**config.mk**
```make
export PLATFORM = sky130hd
export DESIGN_NAME = boot_loader
export DESIGN_NICKNAME = d
export VERILOG_FILES = /design/src/rtl/boot_loader.sv
export SDC_FILE = /design/constraint.sdc
export NUM_CORES = 1
export LEC_CHECK = 0
export BUFFER_PORTS_ARGS = -buffer_cell sky130_fd_sc_hd__buf_4
export CORE_MARGIN = 2
export CORE_UTILIZATION = 47
export DETAILED_ROUTE_END_ITERATION = 8
export GPL_ROUTABILITY_DRIVEN = 0
export GPL_TIMING_DRIVEN = 0
export PLACE_DENSITY = 0.87
export SLEW_MARGIN = 20
export SYNTH_ARGS = -nofsm -noshare
export SYNTH_HDL_FRONTEND = slang
export SYNTH_SLANG_ARGS = --single-unit
```
**constraint.sdc**
```tcl
create_clock -name i_clk -period 2.61 [get_ports i_clk]
set_clock_uncertainty 0.2 [all_clocks]
set_input_delay 0.261 -clock i_clk [delete_from_list [all_inputs] [get_ports i_clk]]
set_output_delay 0.261 -clock i_clk [all_outputs]
set_load 0.02 [all_outputs]
```
**src/rtl/boot_loader.sv**
```systemverilog
// boot_loader: streams program words from a valid/ready source into
// instruction memory, holds the CPU in reset while loading, releases it
// after a short hold, then ends the run after a cycle budget.
// Optional build macro: BOOT_LOADER_CHECKSUM_EN adds a running sum of
// all accepted words on o_checksum (tied to zero when undefined).
module boot_loader #(
    parameter int DATA_WIDTH     = 32,
    parameter int MEM_DEPTH      = 256,
    parameter int RESET_HOLD     = 3,
    parameter int TIMEOUT_CYCLES = 1000
) (
    input  logic                         i_clk,
    input  logic                         i_reset,
    input  logic                         i_load_valid,
    input  logic [DATA_WIDTH-1:0]        i_load_data,
    input  logic                         i_load_last,
    output logic                         o_load_ready,
    output logic                         o_mem_we,
    output logic [$clog2(MEM_DEPTH)+1:0] o_mem_addr,
    output logic [DATA_WIDTH-1:0]        o_mem_wdata,
    output logic                         o_cpu_reset_n,
    output logic                         o_running,
    output logic                         o_done,
    output logic                         o_error,
    output logic [$clog2(MEM_DEPTH):0]   o_word_count,
    output logic [DATA_WIDTH-1:0]        o_checksum
);

    localparam int AW = $clog2(MEM_DEPTH);

    // A hold time of zero still keeps the CPU in reset for one cycle.
    localparam int HOLD_CYC = (RESET_HOLD > 0) ? RESET_HOLD : 1;
    localparam int HW       = (HOLD_CYC > 1) ? $clog2(HOLD_CYC) : 1;
    localparam logic [HW-1:0] HOLD_LAST = HW'(HOLD_CYC - 1);

    // The run counter must be able to hold TIMEOUT_CYCLES itself, since it
    // saturates there once the run has ended.
    localparam int RW = (TIMEOUT_CYCLES > 0) ? $clog2(TIMEOUT_CYCLES + 1) : 1;
    localparam logic [RW-1:0] RUN_LAST = (TIMEOUT_CYCLES > 0) ? RW'(TIMEOUT_CYCLES - 1) : '0;

    localparam logic [AW:0] LAST_IDX = (AW+1)'(MEM_DEPTH - 1);

    typedef enum logic [2:0] {
        LOAD,
        HOLD,
        RUN,
        DONE,
        ERR
    } state_t;

    state_t                state_q, state_d;
    logic [AW:0]           count_q, count_d;
    logic                  memWe_q, memWe_d;
    logic [AW+1:0]         memAddr_q, memAddr_d;
    logic [DATA_WIDTH-1:0] memWdata_q, memWdata_d;
    logic [HW-1:0]         hold_q, hold_d;
    logic [RW-1:0]         run_q, run_d;
    logic                  beat;

    assign beat = i_load_valid && (state_q == LOAD);

    // State register plus the registered write port and counters.
    always_ff @(posedge i_clk) begin
        if (i_reset) begin
            state_q    <= LOAD;
            count_q    <= '0;
            memWe_q    <= 1'b0;
            memAddr_q  <= '0;
            memWdata_q <= '0;
            hold_q     <= '0;
            run_q      <= '0;
        end else begin
            state_q    <= state_d;
            count_q    <= count_d;
            memWe_q    <= memWe_d;
            memAddr_q  <= memAddr_d;
            memWdata_q <= memWdata_d;
            hold_q     <= hold_d;
            run_q      <= run_d;
        end
    end

    // Next-state logic: accept beats in LOAD, time the reset hold, then
    // count run cycles until the budget is spent.
    always_comb begin
        state_d    = state_q;
        count_d    = count_q;
        memWe_d    = 1'b0;
        memAddr_d  = memAddr_q;
        memWdata_d = memWdata_q;
        hold_d     = hold_q;
        run_d      = run_q;
        case (state_q)
            LOAD: begin
                hold_d = '0;
                run_d  = '0;
                if (beat) begin
                    memWe_d    = 1'b1;
                    memAddr_d  = {count_q[AW-1:0], 2'b00};
                    memWdata_d = i_load_data;
                    count_d    = count_q + 1'b1;
                    if (i_load_last) begin
                        state_d = HOLD;
                    end else if (count_q == LAST_IDX) begin
                        state_d = ERR;
                    end
                end
            end
            HOLD: begin
                if (hold_q == HOLD_LAST) begin
                    state_d = RUN;
                end else begin
                    hold_d = hold_q + 1'b1;
                end
            end
            RUN: begin
                if (TIMEOUT_CYCLES != 0) begin
                    run_d = run_q + 1'b1;
                    if (run_q == RUN_LAST) begin
                        state_d = DONE;
                    end
                end
            end
            DONE: begin
                state_d = DONE;
            end
            ERR: begin
                state_d = ERR;
            end
            default: begin
                state_d = LOAD;
            end
        endcase
    end

    assign o_load_ready  = (state_q == LOAD);
    assign o_mem_we      = memWe_q;
    assign o_mem_addr    = memAddr_q;
    assign o_mem_wdata   = memWdata_q;
    assign o_cpu_reset_n = (state_q == RUN);
    assign o_running     = (state_q == RUN);
    assign o_done        = (state_q == DONE);
    assign o_error       = (state_q == ERR);
    assign o_word_count  = count_q;

`ifdef BOOT_LOADER_CHECKSUM_EN
    logic [DATA_WIDTH-1:0] checksum_q;

    // Running sum of accepted words, visible alongside the memory write.
    always_ff @(posedge i_clk) begin
        if (i_reset) begin
            checksum_q <= '0;
        end else if (beat) begin
            checksum_q <= checksum_q + i_load_data;
        end
    end

    assign o_checksum = checksum_q;
`else
    assign o_checksum = '0;
`endif

endmodule

```
==> tab_implementation.tex <==
\begin{tabular}{lr}
\hline
Metric & Value \\
\hline
\multicolumn{2}{l}{\textbf{Setup path}} \\
\quad Startpoint of the lowest-slack register-to-register path & state\_q[1] \\
\quad Library cell appearing most often on the critical path & buf\_4 \\
\quad Critical path arrival & around 1.7 ns \\
\quad Kind of cell adding the most delay to the critical path & buffers and inverters \\
\quad WP depth & 5 \\
\quad Worst-case register-to-register setup slack & 0.42 ns \\
\quad WP buf/inv & 3 \\
\quad Critical Setup Path Class & reg -> out \\
\quad Worst r2r path cells & 7 \\
\quad Critical path startpoint category & register \\
\quad Element type at the critical path end & output pin \\
\quad Crit path required time & 2.15 ns \\
\quad Critical R2R Capture & o\_mem\_wdata[25] \\
\quad Cells along the critical path & clkbuf\_1 -> nor2\_1 -> and2\_1 -> buf\_4 -> buf\_4 \\
\quad Biggest cell delay along the critical path & around 0.43 ns \\
\quad Highest-delay cell along the critical path & dfxtp\_1 \\
\quad CP Max Fanout & 10 \\
\multicolumn{2}{l}{\textbf{Power}} \\
\quad Cell leakage power & approximately 1.9 nW \\
\quad Combinational cell fraction of total power & between 10\% and 20\% \\
\quad Clock share of power & between 30\% and 40\% \\
\quad Power density normalized to cell area & roughly 570 nW/um\^{}2 \\
\quad Sw Ratio & 26.7\% \\
\quad Relative contribution of sequential cells to total power & a little over two fifths \\
\quad Peak ir drop on the vdd network & between 0.0004 and 0.0005 V \\
\quad Net switching component of the power & 0.652 mW \\
\quad Internal power & approximately 1.8 mW \\
\multicolumn{2}{l}{\textbf{Clock tree}} \\
\quad Total clock sinks & 65 \\
\quad Number of H-tree branching levels & 3 \\
\quad Clock tree buffer depth & 2 \\
\quad Clk slew on worst S/H paths & roughly 0.07 ns \\
\quad Clock tree root buffer cell & clkbuf\_8 \\
\quad Clock latency on the worst-skew pair & about 0.34 ns \\
\quad Post-CTS Setup Repair Bufs & 0 \\
\quad Number of clock buffers inserted by TritonCTS & 9 \\
\quad Clock tree from TritonCTS & done \\
\multicolumn{2}{l}{\textbf{STA}} \\
\quad Highest clock frequency the design can meet & about 0.46 GHz \\
\quad Endpoints failing setup & 0 \\
\quad Worst-case headroom to the max-slew limit & approximately half \\
\quad Fraction of the cycle the final worst path needs & between 80\% and 90\% \\
\quad Post-route setup TNS & 0 ns \\
\quad Worst-margin pin slew & about 0.77 ns \\
\quad Max-slew violation total from the final report & 0 \\
\quad Unrepaired setup endpoints after global routing & no \\
\quad Final Hold Violating Endpoints & 0 \\
\quad Fin crit period & roughly 2.2 ns \\
\multicolumn{2}{l}{\textbf{Floorplan}} \\
\quad Die Height & approximately 82 microns \\
\quad Core area & 5890 sq um \\
\quad Die W & 81.9 microns \\
\quad Effective utilization at floorplan & 48.5\% \\
\quad Number of I/O pins & 125 \\
\quad Num rows & 28 \\
\quad Area enclosed by the die boundary & around 6700 sq um \\
\multicolumn{2}{l}{\textbf{Route}} \\
\quad Average wire per cell in the routed design & around 14 microns \\
\quad Number of antenna-violating nets in the routed design & 0 \\
\quad WL final & slightly above 8 mm \\
\quad DRT Pass-1 Iters & 4 \\
\quad Via count of the routed design & about 3000 \\
\quad Iter 0 DRT Violations & between 100 and 150 \\
\quad Ratio of routed vias to standard cells & between 4 and 5 \\
\quad DRC viols & 0 \\
\multicolumn{2}{l}{\textbf{Yosys}} \\
\quad Cell taking the most area after synthesis & dfxtp\_1 \\
\quad Unique cell type count in the Yosys netlist & 34 \\
\quad Synthesis-stage register bit count & 65 \\
\quad Syn Area/Cell & around 8 sq um \\
\quad Async set-reset flop share out of synthesis & 0\% \\
\quad Count of warnings emitted by yosys & 0 \\
\quad Portion of synthesized cell area occupied by the leading cell type & 45.6\% \\
\quad Share of synthesized area occupied by flip-flops and latches & a little under half \\
\quad Cell types with the largest area share after synthesis & dfxtp\_1 46\%, nand2\_1 12\%, a21oi\_1 11\%, buf\_4 9.2\%, clkbuf\_1 2.6\% \\
\quad Post-Synthesis Cells & between 300 and 400 \\
\quad Top\_reg\_cell synth & dfxtp\_1 \\
\quad Post-synthesis instance area & approximately 2900 sq um \\
\quad Count of flip-flops with a built-in enable after synthesis & 0 \\
\multicolumn{2}{l}{\textbf{Hold path}} \\
\quad Min-delay src & i\_reset \\
\quad Worst Hold Path Cells & 3 \\
\quad Worst hold endpoint & state\_q[1] \\
\quad Type of the tightest min-delay check & in -> reg \\
\multicolumn{2}{l}{\textbf{Flow run}} \\
\quad Max-capacitance violation count & 0 \\
\multicolumn{2}{l}{\textbf{Final layout}} \\
\quad Layout Area Growth over Synthesis & 50.3\% \\
\quad Net count reported at finish & 564 \\
\quad Fin cells & slightly above 600 \\
\quad Commonest non-fill, non-tap cells in the layout & 125 x buf\_4, 92 x nand2\_1, 65 x dfxtp\_1, 60 x a21oi\_1, 34 x conb\_1 \\
\quad Antenna Diode Count & 0 \\
\quad Layout cell share with drive strength beyond 1 & 28.0\% \\
\quad Leading cell type in the layout, fill and taps excluded & buf\_4 \\
\quad Fill count & between 400 and 500 \\
\multicolumn{2}{l}{\textbf{Run status}} \\
\quad Result of the run & completed \\
\multicolumn{2}{l}{\textbf{Placed design}} \\
\quad Number of buffers inserted by port buffering & 90 \\
\quad Final HPWL from detailed placement & between 5 and 6 mm \\
\quad \# placed instances & about 560 \\
\multicolumn{2}{l}{\textbf{Global routing}} \\
\quad Overall overflow remaining after global route & 0 \\
\quad Vias in the first global route & 2797 \\
\quad Number of antenna violations at the first check in global routing & 0 \\
\quad First-pass GRT wire length & about 13 mm \\
\quad Overall routing resource usage & between 20 and 30\% \\
\quad Pin count of the biggest net entering global routing & 12 \\
\hline
\end{tabular}
[timing repair]
item,CTS,global route
hold buffers,32,0
hold endpoints to repair,32,0
endpoints found under the setup margin,0,0
gates resized for setup,0,0
[per-layer routing]
layer,part of all wire (%),wire [microns],vias to the layer above,GRT usage [%]
met5,0,0,-,0
met4,2.4,200,0,10.5
met3,8.0,663,20,8.24
met2,52,4310,128,43.0
met1,37,3070,1385,29.6
li1,-,-,1475,-
[synthesized netlist by cell type, types with 3 or more instances]
cell type / n
clkbuf_1: 20
nand2_1: 92
or4_1: 8
a21oi_1: 60
or2_2: 3
o31ai_1: 7
nor2_1: 7
nand3_1: 9
inv_1: 5
or3_1: 5
nor4_1: 3
ha_1: 4
and2_1: 3
o21ai_0: 10
dfxtp_1: 65
buf_4: 35
[power by group through the flow]
stage / Combinational, mW / Clock, mW / Sequential, mW
2_1_floorplan: 0.188 / 0 / 1.12
4_1_cts: 0.408 / 0.962 / 1.06
5_1_grt: 0.455 / 1.00 / 1.07
6_report: 0.420 / 0.955 / 1.06
3_5_place_dp: 0.369 / 0 / 1.08
3_3_place_gp: 0.364 / 0 / 1.08
[stage by stage]
step                utilization (%)  instance area (sq um)  power (mW)  hold WS (ns)  setup slack (ns)
floorplan                         -                   2980        1.31         0.197             0.713
global placement               63.6                   3750        1.44         0.242             0.508
detailed placement             63.6                   3750        1.45         0.247             0.463
CTS                            72.8                   4290        2.43        0.0196             0.400
global route                   72.8                   4290        2.52        0.0356             0.170
finish                         72.8                   4290        2.44        0.0276             0.414
[state kept, by name (all words and copies together) (netlist names)]
| name | flops |
|---|---|
| o_mem_wdata | 32 |
| run_q | 10 |
| o_word_count | 9 |
| o_mem_addr | 8 |
| state_q | 3 |
| hold_q | 2 |
| o_mem_we | 1 |
[worst max path at each step]
stage,startpoint,endpoint,slack (ns)
after floorplan,state_q[1],o_word_count[7],0.71
after global placement,state_q[1],o_mem_addr[9],0.51
after detailed placement,state_q[1],o_mem_addr[9],0.46
after CTS,state_q[0],o_running,0.40
after global routing,state_q[1],o_mem_wdata[28],0.17
final,state_q[0],o_running,0.41
[cell families (layout without fill, tap and decap cells)]
kind of cell               after synthesis  count (layout)  synth area share [%]
buffers and inverters                   63             201                  13.4
and+or+nand+nor                        142             142                  23.4
adders and majority gates                4               4                  1.75
DFF                                     65              65                  45.6
xor gates and xnor gates                 1               1                 0.307
other                                    1              34                 0.131
AOI/OAI and AO/OA                       82              82                  15.4
[worst register-to-register path, cell delays in order, from the launching register on]
cell and delay, ns:
dfxtp_1 0.31, buf_6 0.13, or4b_4 0.53, buf_6 0.15, clkbuf_1 0.22, clkbuf_1 0.28
nand2_1 0.15, a21oi_1 0.09
[final cells by class]
cell class	count	area (sq um)	area share (%)
multi-input combinational	263	1290	30.2
inverter	5	18.8	0.438
tap	75	93.8	2.19
clock buffer	11	141	3.30
buffer	58	364	8.49
clock inverter	5	78.8	1.84
timing repair buffer	122	996	23.2
sequential	65	1300	30.4
Note: power is estimated with default switching activity, not from simulation.
